==> config.mk <==
export PLATFORM = sky130hd
export DESIGN_NAME = matrix_face_player
export DESIGN_NICKNAME = d
export VERILOG_FILES = /design/src/rtl/matrix_face_player.sv
export SDC_FILE = /design/constraint.sdc
export NUM_CORES = 1
export LEC_CHECK = 0
export ABC_AREA = 1
export BUFFER_PORTS_ARGS = -buffer_cell sky130_fd_sc_hd__buf_2
export CORE_ASPECT_RATIO = 1.4
export CORE_UTILIZATION = 61
export CTS_CLUSTER_SIZE = 20
export DETAILED_ROUTE_END_ITERATION = 10
export PLACE_DENSITY = 0.84
export SYNTH_ARGS = -nofsm -noshare
export SYNTH_HDL_FRONTEND = slang
export SYNTH_SLANG_ARGS = --single-unit
==> constraint.sdc <==
create_clock -name clk -period 3.21 [get_ports clk]
set_input_delay 0 -clock clk [delete_from_list [all_inputs] [get_ports clk]]
set_output_delay 0 -clock clk [all_outputs]
set_load 0.1 [all_outputs]
==> src/rtl/matrix_face_player.sv <==
// 8x8 LED matrix face player: scans one of four faces for a fixed number of
// frames, optionally drives a square-wave buzzer, then reports done.
module matrix_face_player #(
    parameter int SCAN_DIV       = 4,
    parameter int BEEP_HALF      = 11,
    parameter int FRAMES         = 50,
    parameter bit ROW_ACTIVE_LOW = 1'b1
) (
    input  logic       clk,
    input  logic       rst_n,
    input  logic       start,
    input  logic [1:0] face_sel,
    input  logic       beep_en,
    output logic [7:0] row,
    output logic [7:0] col,
    output logic       beep,
    output logic       busy,
    output logic       done
);

    localparam int SW = (SCAN_DIV  > 1) ? $clog2(SCAN_DIV)  : 1;
    localparam int BW = (BEEP_HALF > 1) ? $clog2(BEEP_HALF) : 1;
    localparam int FW = (FRAMES    > 1) ? $clog2(FRAMES)    : 1;

    localparam logic [7:0] ROW_IDLE = ROW_ACTIVE_LOW ? 8'hFF : 8'h00;

    // Face bitmaps, row 0 in the most significant byte.
    localparam logic [63:0] FACE_SMILE = 64'h00_66_66_66_00_42_24_18;
    localparam logic [63:0] FACE_FROWN = 64'h00_66_66_66_00_18_24_42;
    localparam logic [63:0] FACE_CROSS = 64'h81_42_24_18_18_24_42_81;

    typedef enum logic [1:0] {
        IDLE = 2'd0,
        SHOW = 2'd1,
        DONE = 2'd2
    } state_t;

    state_t          state_q, state_d;
    logic [1:0]      face_q, face_d;
    logic            beep_en_q, beep_en_d;
    logic [SW-1:0]   scan_cnt_q, scan_cnt_d;
    logic [2:0]      row_idx_q, row_idx_d;
    logic [FW-1:0]   frame_cnt_q, frame_cnt_d;
    logic [BW-1:0]   beep_cnt_q, beep_cnt_d;
    logic [7:0]      row_q, row_d;
    logic [7:0]      col_q, col_d;
    logic            beep_q, beep_d;
    logic            busy_q, busy_d;
    logic            done_q, done_d;
    logic [7:0]      row_onehot;

    function automatic logic [7:0] face_rom(input logic [1:0] f, input logic [2:0] r);
        logic [63:0] bits;
        case (f)
            2'd0:    bits = FACE_SMILE;
            2'd1:    bits = FACE_FROWN;
            2'd2:    bits = FACE_CROSS;
            default: bits = 64'd0;
        endcase
        return bits[(7 - int'(r)) * 8 +: 8];
    endfunction

    // Next-state: start has priority over everything, including completion.
    always_comb begin
        state_d     = state_q;
        face_d      = face_q;
        beep_en_d   = beep_en_q;
        scan_cnt_d  = scan_cnt_q;
        row_idx_d   = row_idx_q;
        frame_cnt_d = frame_cnt_q;
        beep_cnt_d  = beep_cnt_q;
        beep_d      = beep_q;
        if (start) begin
            state_d     = SHOW;
            face_d      = face_sel;
            beep_en_d   = beep_en;
            scan_cnt_d  = '0;
            row_idx_d   = '0;
            frame_cnt_d = '0;
            beep_cnt_d  = '0;
            beep_d      = 1'b0;
        end else if (state_q == SHOW) begin
            if (scan_cnt_q == SW'(SCAN_DIV - 1)) begin
                scan_cnt_d = '0;
                if (row_idx_q == 3'd7) begin
                    row_idx_d = '0;
                    if (frame_cnt_q == FW'(FRAMES - 1)) begin
                        state_d     = DONE;
                        frame_cnt_d = '0;
                    end else begin
                        frame_cnt_d = frame_cnt_q + 1'b1;
                    end
                end else begin
                    row_idx_d = row_idx_q + 3'd1;
                end
            end else begin
                scan_cnt_d = scan_cnt_q + 1'b1;
            end
            if (beep_cnt_q == BW'(BEEP_HALF - 1)) begin
                beep_cnt_d = '0;
                beep_d     = beep_en_q ? ~beep_q : 1'b0;
            end else begin
                beep_cnt_d = beep_cnt_q + 1'b1;
            end
            // Leaving SHOW silences the buzzer and parks the beep counter.
            if (state_d != SHOW) begin
                beep_cnt_d = '0;
                beep_d     = 1'b0;
            end
        end
    end

    // Row decoder for the row that will be lit after this edge.
    genvar gi;
    generate
        for (gi = 0; gi < 8; gi++) begin : g_row_dec
            assign row_onehot[gi] = (row_idx_d == 3'(gi));
        end
    endgenerate

    // Output values registered alongside the state so they change together.
    always_comb begin
        row_d  = ROW_IDLE;
        col_d  = 8'h00;
        busy_d = 1'b0;
        done_d = (state_d == DONE);
        if (state_d == SHOW) begin
            row_d  = ROW_ACTIVE_LOW ? ~row_onehot : row_onehot;
            col_d  = face_rom(face_d, row_idx_d);
            busy_d = 1'b1;
        end
    end

    // State, counter and output registers.
    always_ff @(posedge clk or negedge rst_n) begin
        if (!rst_n) begin
            state_q     <= IDLE;
            face_q      <= 2'd0;
            beep_en_q   <= 1'b0;
            scan_cnt_q  <= '0;
            row_idx_q   <= '0;
            frame_cnt_q <= '0;
            beep_cnt_q  <= '0;
            row_q       <= ROW_IDLE;
            col_q       <= 8'h00;
            beep_q      <= 1'b0;
            busy_q      <= 1'b0;
            done_q      <= 1'b0;
        end else begin
            state_q     <= state_d;
            face_q      <= face_d;
            beep_en_q   <= beep_en_d;
            scan_cnt_q  <= scan_cnt_d;
            row_idx_q   <= row_idx_d;
            frame_cnt_q <= frame_cnt_d;
            beep_cnt_q  <= beep_cnt_d;
            row_q       <= row_d;
            col_q       <= col_d;
            beep_q      <= beep_d;
            busy_q      <= busy_d;
            done_q      <= done_d;
        end
    end

    assign row  = row_q;
    assign col  = col_q;
    assign beep = beep_q;
    assign busy = busy_q;
    assign done = done_q;

endmodule

==> qor.csv <==
metric,value,unit
share_clk_of_total_power,27.3,%
gp_congestion,0.868,
power_report.internal_total,0.000733,W
post_drt_via_cell_ratio,5.04,
post_cts.resized_instances,0,
hold_violations,0,
clock_tree.root_cell,sky130_fd_sc_hd__clkbuf_8,
switching_share,37.5,%
mappedNetlistArea,1840,µm²
fin_worst_skew,0.00753,ns
crit_required,3.44,ns
gr-total-overflow,0,
p_seq_share,44.2,%
final_layout_size_suffix_gt1_share,26.7,%
critPathSlowestCell,sky130_fd_sc_hd__dfrtp_1,
dpl_cell_area,1970,µm²
antenna_found_initial,0,
detail-route-antenna-nets,0,
syn_to_final_growth,13.2,%
core.rowCount,23,
crit_path_max_fanout,6,
critPathCaptureType,flip-flop,
chipWidth,48.5,µm
grt_start_max_net_pins,36,
first_global_vias,1348,
fp.coreArea,2880,µm²
die-area,3250,µm²
setup.worst_path.start_class,flip-flop,
holdBufCountCts,3,
power.ir.vdd_worst,0.478,mV
die_h,67.1,µm
netlist_instances,218,
worst_skew_pair.late_latency,0.29,ns
library_cell_occupying_the_most_area_in_the_post_synthesis_netlist,sky130_fd_sc_hd__dfrtp_1,
drt_first_iter_violations,25,
static-leakage-power,1.10,nW
cts.htree.levels,2,
max_clock_buf_depth,2,
rsz_0062_raised_after_global_routing,no,
commonest_non_fill_non_tap_cells_in_the_layout,"53 x sky130_fd_sc_hd__nand2_1, 31 x sky130_fd_sc_hd__inv_1, 27 x sky130_fd_sc_hd__dfrtp_1",
fillers,250,
grt_first_pass_wirelength,5.76,mm
switching_power,0.000439,W
yosysWarnings,0,
power_density,562,nW/µm²
timing.reg2reg.setup_slack,1.44,ns
numCtsBuffers,5,
tritoncts,built,
final_period_minus_worst_setup_slack,1.77,ns
most_common_cell_after_layout_fill_and_taps_aside,sky130_fd_sc_hd__nand2_1,
final.period_utilization,55.3,%
design_area,2090,µm²
finalSetupViolCount,0,
final.setup.tns,0,ns
synth_seq_area_share,48.0,%
initial_utilization,64.1,%
ioPinCount,25,
io_buffers,24,
synth_area_leaders,"sky130_fd_sc_hd__dfrtp_1 37%, sky130_fd_sc_hd__dfstp_2 11%, sky130_fd_sc_hd__nand2_1 11%",
timing.max_slew.rel_slack,51.2,%
total_clock_sinks,35,
crit_arrival,2.01,ns
drt-total-wl,3.25,mm
drcViolationCount,0,
syn_area_per_cell,8.46,µm²
max_freq,564,MHz
synth-seq-cells,35,
share_comb_of_total_power,28.5,%
post-cts-setup-buffer-count,0,
max_cap_violations,0,
criticalPathCategory,flip-flop to flip-flop,
worstSetupStartpoint,row_idx_q[0],
clk_transition_reported_paths,0.07,ns
yosysTopAreaCellShare,36.6,%
hold_class,input port to flip-flop,
outcome,"finished, final reports clean",
detailed_place_hpwl,2.36,mm
post_synth_num_cell_types,28,
worstPathCellList,"ha_1, ha_1, nand2_1, inv_1, a21oi_2, inv_1, nand2_1, nand2_1, o21ai_0, o21ai_1, inv_1",
slew_violations,0,
r2r-start,row_idx_q[0],
syn_nets,231,
cp_slowest_stage_delay,0.38,ns
grtUsageTotal,24.4,%
diodes,0,
timing.hold.worst.start,start,
wl_per_cell,11.4,µm
worst_slew_pin_slew,0.732,ns
finalNetCount,259,
num_vias,1430,
detail_route.first_pass.iterations,4,
## metal layers
metal	track usage, %	up-vias	wire length [µm]
met4	15.4	0	102
met5	0	-	0
met3	4.79	9	94
met2	45.6	25	1720
li1	-	733	-
met1	24.9	663	1340
## final timing paths
check,endpoint,cells past startpoint
worst max-delay path,frame_cnt_q[5],11
worst min register to register,beep_en_q,2
max in group asynchronous,frame_cnt_q[0],2
min in group asynchronous,beep,2
worst max register to register,frame_cnt_q[5],11
worst min-delay path,beep_en_q,3
## synthesized netlist by cell type
cell type / number
sky130_fd_sc_hd__nand2_1: 53
sky130_fd_sc_hd__inv_1: 31
sky130_fd_sc_hd__dfrtp_1: 27
sky130_fd_sc_hd__nor2_1: 23
sky130_fd_sc_hd__nand3_1: 17
sky130_fd_sc_hd__dfstp_2: 8
sky130_fd_sc_hd__ha_1: 7
sky130_fd_sc_hd__nand2_2: 7
sky130_fd_sc_hd__buf_4: 6
sky130_fd_sc_hd__o21ai_0: 6
sky130_fd_sc_hd__a21oi_1: 5
sky130_fd_sc_hd__nor2_4: 4
sky130_fd_sc_hd__a21oi_2: 3
sky130_fd_sc_hd__inv_2: 3
sky130_fd_sc_hd__nand3_2: 2
sky130_fd_sc_hd__o21ai_2: 2
sky130_fd_sc_hd__or2_2: 2
sky130_fd_sc_hd__xor2_1: 2
sky130_fd_sc_hd__and3b_1: 1
sky130_fd_sc_hd__inv_4: 1
sky130_fd_sc_hd__nand3_4: 1
sky130_fd_sc_hd__nand3b_1: 1
sky130_fd_sc_hd__nand4_1: 1
sky130_fd_sc_hd__nor2_2: 1
sky130_fd_sc_hd__nor2_8: 1
sky130_fd_sc_hd__nor3_1: 1
sky130_fd_sc_hd__o21ai_1: 1
sky130_fd_sc_hd__o31ai_1: 1
## final cells by class
type / instances / area (µm²) / area share, %
clock buffers: 7 / 86.3 / 4.14
clock inverters: 1 / 5.00 / 0.240
inverters: 35 / 134 / 6.41
multi-input cells: 142 / 779 / 37.4
flip-flops and latches: 35 / 886 / 42.4
well taps: 37 / 46.3 / 2.22
repair buffers: 27 / 150 / 7.19
## metrics by stage
step           cells  hold slack [ns]  setup slack [ns]  utilization [%]  total power (W)
4_1_cts          284           0.0496              1.42             72.5          0.00119
3_5_place_dp     273            0.107              1.48             68.3         0.000859
3_3_place_gp     273           0.0987              1.51             68.3         0.000850
6_report         284           0.0540              1.44             72.5          0.00117
5_1_grt          284           0.0700              1.30             72.5          0.00124
2_1_floorplan    218           -0.296              1.68                -         0.000806
## logic make-up after synthesis
logic type | count (synthesis) | synth area share, %
flops | 35 | 48.0
compound gates | 18 | 6.04
xor+xnor | 2 | 0.950
simple gates | 115 | 30.5
fa+ha+maj | 7 | 4.75
buf+inv | 41 | 9.70
## flip-flops by register name, indices dropped and copies added, names as in the netlist
signal       flops
row_idx_q        3
col              4
row              8
busy             1
done             1
face_q           2
scan_cnt_q       2
state_q          2
beep             1
frame_cnt_q      6
beep_cnt_q       4
beep_en_q        1
## worst max-delay path: cells and delay by family (launching register included)
| family | cells | cell delay, ns |
|---|---|---|
| AO/OA/AOI/OAI | 3 | 0.40 |
| buffers and inverters | 3 | 0.25 |
| AND/OR/NAND/NOR | 3 | 0.27 |
| adder cells (fa/ha/maj) | 2 | 0.41 |
| flip-flops | 1 | 0.38 |
## power groups by stage
stage / clock network [W] / registers, W / logic (W)
final: 0.000320 / 0.000518 / 0.000334
after global routing: 0.000348 / 0.000524 / 0.000369
after CTS: 0.000332 / 0.000519 / 0.000337
after detailed placement: 0 / 0.000526 / 0.000333
after global placement: 0 / 0.000524 / 0.000325
after floorplan: 0 / 0.000620 / 0.000185
Note: power is estimated with default switching activity, not from simulation.
